**src/rtl/segre_mem_arbiter.sv**
```systemverilog
// Arbitrates the single main-memory port between the instruction and data caches.
// IC wins ties unless it has won MAX_IC_STREAK times in a row while DC was waiting.
module segre_mem_arbiter #(
  parameter int unsigned ADDR_SIZE     = 32,
  parameter int unsigned LINE_SIZE     = 128,
  parameter int unsigned MAX_IC_STREAK = 4
) (
  input  logic                 clk_i,
  input  logic                 rsn_i,
  // IC requester
  input  logic                 ic_req_i,
  input  logic [ADDR_SIZE-1:0] ic_addr_i,
  output logic                 ic_gnt_o,
  output logic                 ic_rvalid_o,
  output logic [LINE_SIZE-1:0] ic_rdata_o,
  // DC requester
  input  logic                 dc_req_i,
  input  logic                 dc_we_i,
  input  logic [ADDR_SIZE-1:0] dc_addr_i,
  input  logic [LINE_SIZE-1:0] dc_wdata_i,
  output logic                 dc_gnt_o,
  output logic                 dc_rvalid_o,
  output logic [LINE_SIZE-1:0] dc_rdata_o,
  // Memory side
  output logic                 mem_req_o,
  output logic                 mem_we_o,
  output logic [ADDR_SIZE-1:0] mem_addr_o,
  output logic [LINE_SIZE-1:0] mem_wdata_o,
  input  logic                 mem_rvalid_i,
  input  logic [LINE_SIZE-1:0] mem_rdata_i,
  // Status
  output logic                 sel_mem_req_o,
  output logic                 busy_o
);

  localparam int unsigned STREAK_W = $clog2(MAX_IC_STREAK + 1);
  localparam logic [STREAK_W-1:0] STREAK_MAX = STREAK_W'(MAX_IC_STREAK);

  typedef enum logic [1:0] {
    IDLE    = 2'd0,
    WAIT_IC = 2'd1,
    WAIT_DC = 2'd2
  } state_e;

  state_e                 state_q, state_d;
  logic [STREAK_W-1:0]    ic_streak_q, ic_streak_d;
  logic                   mem_req_q, mem_req_d;
  logic                   ic_gnt_q, ic_gnt_d;
  logic                   dc_gnt_q, dc_gnt_d;
  logic                   mem_we_q, mem_we_d;
  logic [ADDR_SIZE-1:0]   mem_addr_q, mem_addr_d;
  logic [LINE_SIZE-1:0]   mem_wdata_q, mem_wdata_d;
  logic [STREAK_W-1:0]    streak_inc;

  assign streak_inc = (ic_streak_q == STREAK_MAX) ? STREAK_MAX
                                                  : ic_streak_q + STREAK_W'(1);

  // State and transaction registers
  always_ff @(posedge clk_i or negedge rsn_i) begin
    if (!rsn_i) begin
      state_q     <= IDLE;
      ic_streak_q <= '0;
      mem_req_q   <= 1'b0;
      ic_gnt_q    <= 1'b0;
      dc_gnt_q    <= 1'b0;
      mem_we_q    <= 1'b0;
      mem_addr_q  <= '0;
      mem_wdata_q <= '0;
    end else begin
      state_q     <= state_d;
      ic_streak_q <= ic_streak_d;
      mem_req_q   <= mem_req_d;
      ic_gnt_q    <= ic_gnt_d;
      dc_gnt_q    <= dc_gnt_d;
      mem_we_q    <= mem_we_d;
      mem_addr_q  <= mem_addr_d;
      mem_wdata_q <= mem_wdata_d;
    end
  end

  // Arbitration, transaction capture and completion
  always_comb begin
    state_d     = state_q;
    ic_streak_d = ic_streak_q;
    mem_req_d   = 1'b0;
    ic_gnt_d    = 1'b0;
    dc_gnt_d    = 1'b0;
    mem_we_d    = mem_we_q;
    mem_addr_d  = mem_addr_q;
    mem_wdata_d = mem_wdata_q;

    unique case (state_q)
      IDLE: begin
        if (ic_req_i && !(dc_req_i && (ic_streak_q == STREAK_MAX))) begin
          state_d     = WAIT_IC;
          mem_req_d   = 1'b1;
          ic_gnt_d    = 1'b1;
          mem_we_d    = 1'b0;
          mem_addr_d  = ic_addr_i;
          mem_wdata_d = '0;
          ic_streak_d = dc_req_i ? streak_inc : '0;
        end else if (dc_req_i) begin
          state_d     = WAIT_DC;
          mem_req_d   = 1'b1;
          dc_gnt_d    = 1'b1;
          mem_we_d    = dc_we_i;
          mem_addr_d  = dc_addr_i;
          mem_wdata_d = dc_wdata_i;
          ic_streak_d = '0;
        end else begin
          ic_streak_d = '0;
        end
      end
      WAIT_IC, WAIT_DC: begin
        if (mem_rvalid_i) state_d = IDLE;
      end
      default: state_d = IDLE;
    endcase
  end

  assign mem_req_o     = mem_req_q;
  assign ic_gnt_o      = ic_gnt_q;
  assign dc_gnt_o      = dc_gnt_q;
  assign mem_we_o      = mem_we_q;
  assign mem_addr_o    = mem_addr_q;
  assign mem_wdata_o   = mem_wdata_q;
  assign sel_mem_req_o = (state_q == WAIT_DC);
  assign busy_o        = (state_q != IDLE);

  // Response routing is same-cycle so the owner sees data with the memory pulse
  assign ic_rvalid_o = (state_q == WAIT_IC) && mem_rvalid_i;
  assign dc_rvalid_o = (state_q == WAIT_DC) && mem_rvalid_i;
  assign ic_rdata_o  = mem_rdata_i;
  assign dc_rdata_o  = mem_rdata_i;

endmodule

```
**config.mk**
```make
export PLATFORM = sky130hd
export DESIGN_NAME = segre_mem_arbiter
export DESIGN_NICKNAME = d
export VERILOG_FILES = /design/src/rtl/segre_mem_arbiter.sv
export SDC_FILE = /design/constraint.sdc
export NUM_CORES = 1
export LEC_CHECK = 0
export CAP_MARGIN = 20
export CORE_AREA = 10 10 287 289
export CTS_CLUSTER_DIAMETER = 200
export CTS_CLUSTER_SIZE = 24
export DETAILED_ROUTE_END_ITERATION = 16
export DIE_AREA = 0 0 297 299
export DONT_BUFFER_PORTS = 1
export GPL_TIMING_DRIVEN = 1
export PLACE_DENSITY = 0.3
export REMOVE_ABC_BUFFERS = 1
export SLEW_MARGIN = 20
export SYNTH_ARGS = -nofsm -noshare
export SYNTH_HDL_FRONTEND = slang
export SYNTH_SLANG_ARGS = --single-unit
```
**constraint.sdc**
```tcl
create_clock -name clk_i -period 3.16 [get_ports clk_i]
set_clock_uncertainty 0.1 [all_clocks]
set_input_delay 0.158 -clock clk_i [delete_from_list [all_inputs] [get_ports clk_i]]
set_output_delay 0.158 -clock clk_i [all_outputs]
set_load 0.05 [all_outputs]
```
==> impl_metrics.toml <==
[global_routing]
grt_first_pass_wirelength_um = 106000
first_global_vias = 6534
grt_usage_pct = 19.4
largest_net_degree_at_the_start_of_global_routing = 170
antenna_found_initial = 13
grt_overflow = 0

[place]
routabilityCongestion = 0.850
dpl_cell_area_um2 = 7670
io_buffers = 0
dp.cells = 1506
dpl.hpwl_um = 74000

[cts]
cts_hold_buffers = 201
cts.sink_count = 169
post_cts_setup_repair_bufs = 0
worst_skew_late_latency_ns = 0.50
cts.path.max_buffers = 2
cts_tree = "done"
worst_setup_hold_path_clk_slew_ns = 0.08
root_driver = "clkbuf_16"
post_cts.resized_instances = 0
h-tree-depth = 4
cts_inserted_buffers = 17

[detailed_routing]
drt_pre_antenna_iters = 5
drt-wirelength-per-cell_um = 50.9
post_route_drc = 0
routed-via-count = 6350
detailedRoute.firstIterationViolations = 621
final_antenna_net_count = 0
routed_wl_um = 88800
avgViaCountPerCell = 3.64

[worst_setup_path]
timing.critical_path.slowest_cell_delay_ns = 0.57
critical_path_class = "reg2reg"
critical_path_depth = 8
critical_r2r_launch = "ic_streak_q[0]"
element_type_at_the_critical_path_start = "flop"
crit_buf_inv = 4
critical_path.cell_chain = "inv_1, ha_1, nand3_4, buf_4, nand2_1, dlygate4sd3_1, o22ai_1, dlygate4sd3_1"
worstPathRequired_ns = 3.50
cpMostUsedCell = "dlygate4sd3_1"
regToRegEndpoint = "ic_streak_q[1]"
r2r.worst_path.cells = 8
critical_path.slowest_cell = "dlygate4sd3_1"
critical_path.endpoint_type = "flop"
worstPathMaxFanout = 35
cpLargestDelayFamily = "buffers and inverters"
arrival_ns = 3.09
setup.reg_to_reg.worst_slack_ns = 0.41

[run]
max-cap-violations = 0

[die]
core_um2 = 76700
dieArea_um2 = 88800
chipWidth_um = 297
floorplan.initialDensity_pct = 11.1
placement_row_count = 102
ioPinCount = 750
dieHeight_um = 299

[worst_hold_path]
hold_path_class = "in2async"

[sta]
finalSetupViolCount = 0
slew_viol_final = 0
min_period_over_period_pct = 87.1
hold_violations = 169
worstMarginPinSlew_ns = 0.981
finalSetupTns_ns = 0
grt_setup_unrepaired = "false"
fmax_ghz = 0.363
relSlewSlack_pct = 34.6
whs_ns = -0.745
final.min_clock_period_ns = 2.75

[synthesis]
synth_sequential_area_ratio_pct = 49.9
synth_flop_cell = "dfrtp_1"
most_frequent_cells_after_synthesis = "267 x buf_4, 169 x dfrtp_1, 129 x a22o_1, 67 x nand2_1, 33 x nand4_1"
ys_ff_latch = 169
synth_top_area_share_pct = 49.9
async_reset_ff_share_pct = 100
synthDistinctLibCells = 26
library_cell_with_the_highest_instance_count_after_synthesis = "buf_4"
post_synth_inst_count = 767
synth.top_cells.by_area = "dfrtp_1 50%, buf_4 24%, a22o_1 13%"
synthesis.area_um2 = 8480
netlist.top_cell.by_area = "dfrtp_1"
synth_warnings = 0
synth_area_per_cell_um2 = 11.1
synth_edf_count = 0

[final_layout]
final_area_um2 = 10300
synthToLayoutAreaGrowth_pct = 22.0
fillerInstances = 8582
final_instance_count_without_filler_cells = 1746
number_of_nets_in_the_final_layout = 1017
drive_above_1_share_pct = 6.44

[outcome]
violations = "hold timing"
run_status = "finished, violations left"

[power_and_ir_drop]
cellLeakagePower_uw = 0.00419
power.density_cell_area_nw_per_um2 = 1140
peakVddDrop_mv = 0.539
-- final cells by class --
| class | count | area (um2) | area share (%) |
|---|---|---|---|
| antenna | 7 | 17.5 | 0.169 |
| multi-input combinational | 285 | 2050 | 19.9 |
| tap | 1040 | 1300 | 12.6 |
| timing repair buffer | 206 | 2080 | 20.2 |
| inverter | 7 | 26.3 | 0.254 |
| clock inverter | 15 | 205 | 1.98 |
| sequential | 169 | 4230 | 40.9 |
| clock buffer | 17 | 425 | 4.11 |
-- placed cells by master, fill, tap and decap left out, types with 3 or more instances in the layout --
master / n
a22o_1: 129
clkbuf_16: 17
o211ai_1: 32
bufinv_16: 3
nand2_1: 67
buf_12: 3
inv_1: 5
nand4_1: 33
ha_1: 4
dlygate4sd3_1: 200
inv_6: 5
diode_2: 7
dfrtp_1: 169
buf_4: 3
-- worst register-to-register path, cell delays in order, from the launching register on --
cell and delay, ns:
dfrtp_1 0.36, inv_1 0.07, ha_1 0.27, nand3_4 0.08, buf_4 0.46, nand2_1 0.11, dlygate4sd3_1 0.57, o22ai_1 0.12
dlygate4sd3_1 0.56
-- worst max-delay path by stage --
stage	from	end	slack [ns]
detailed placement	state_q[0]	mem_addr_o[28]	1.02
floorplan	state_q[0]	mem_wdata_o[0]	-1.38
finish	ic_streak_q[0]	ic_streak_q[1]	0.41
CTS	ic_streak_q[0]	ic_streak_q[1]	0.41
global route	ic_streak_q[0]	ic_streak_q[1]	0.23
global placement	state_q[0]	mem_addr_o[10]	1.12
-- stage by stage --
step / power [uW] / hold WS, ns / setup WS [ns] / util (%)
after floorplan: 7600 / -0.238 / -1.38 / -
after global placement: 8930 / -0.231 / 1.12 / 10.0
after detailed placement: 8940 / -0.232 / 1.02 / 10.0
after CTS: 12000 / -0.799 / 0.411 / 13.5
after global routing: 12400 / -0.791 / 0.233 / 13.5
final: 11800 / -0.745 / 0.408 / 13.5
-- where the power goes --
| group | total [uW] | internal [uW] | switching (uW) |
|---|---|---|---|
| combinational | 2450 | 1170 | 1280 |
| sequential | 6910 | 2900 | 4010 |
| clock | 2420 | 1280 | 1140 |
-- registers in the layout, summed over array words and instances, names as in the netlist --
register,flops
mem_we_o,1
state_q,2
ic_streak_q,3
ic_gnt_o,1
mem_wdata_o,128
mem_req_o,1
mem_addr_o,32
dc_gnt_o,1
-- kinds of logic (layout without fill, tap and decap cells) --
| logic type | count (synthesis) | count (layout) | share of synthesized area (%) |
|---|---|---|---|
| other cells | 0 | 7 | 0 |
| simple gates | 109 | 109 | 6.14 |
| mux | 3 | 3 | 0.384 |
| flops | 169 | 169 | 49.9 |
| compound gates | 168 | 168 | 16.8 |
| fa+ha+maj | 5 | 5 | 0.738 |
| buf+inv | 313 | 245 | 26.0 |
-- layer usage --
layer	vias up	global-route usage (%)	part of all wire (%)
met2	926	28.5	43
met3	63	24.7	26
li1	2280	-	-
met5	-	11.6	1.4
met4	18	3.46	1.4
met1	3063	15.5	28
Power figures use the tool's default switching activity.
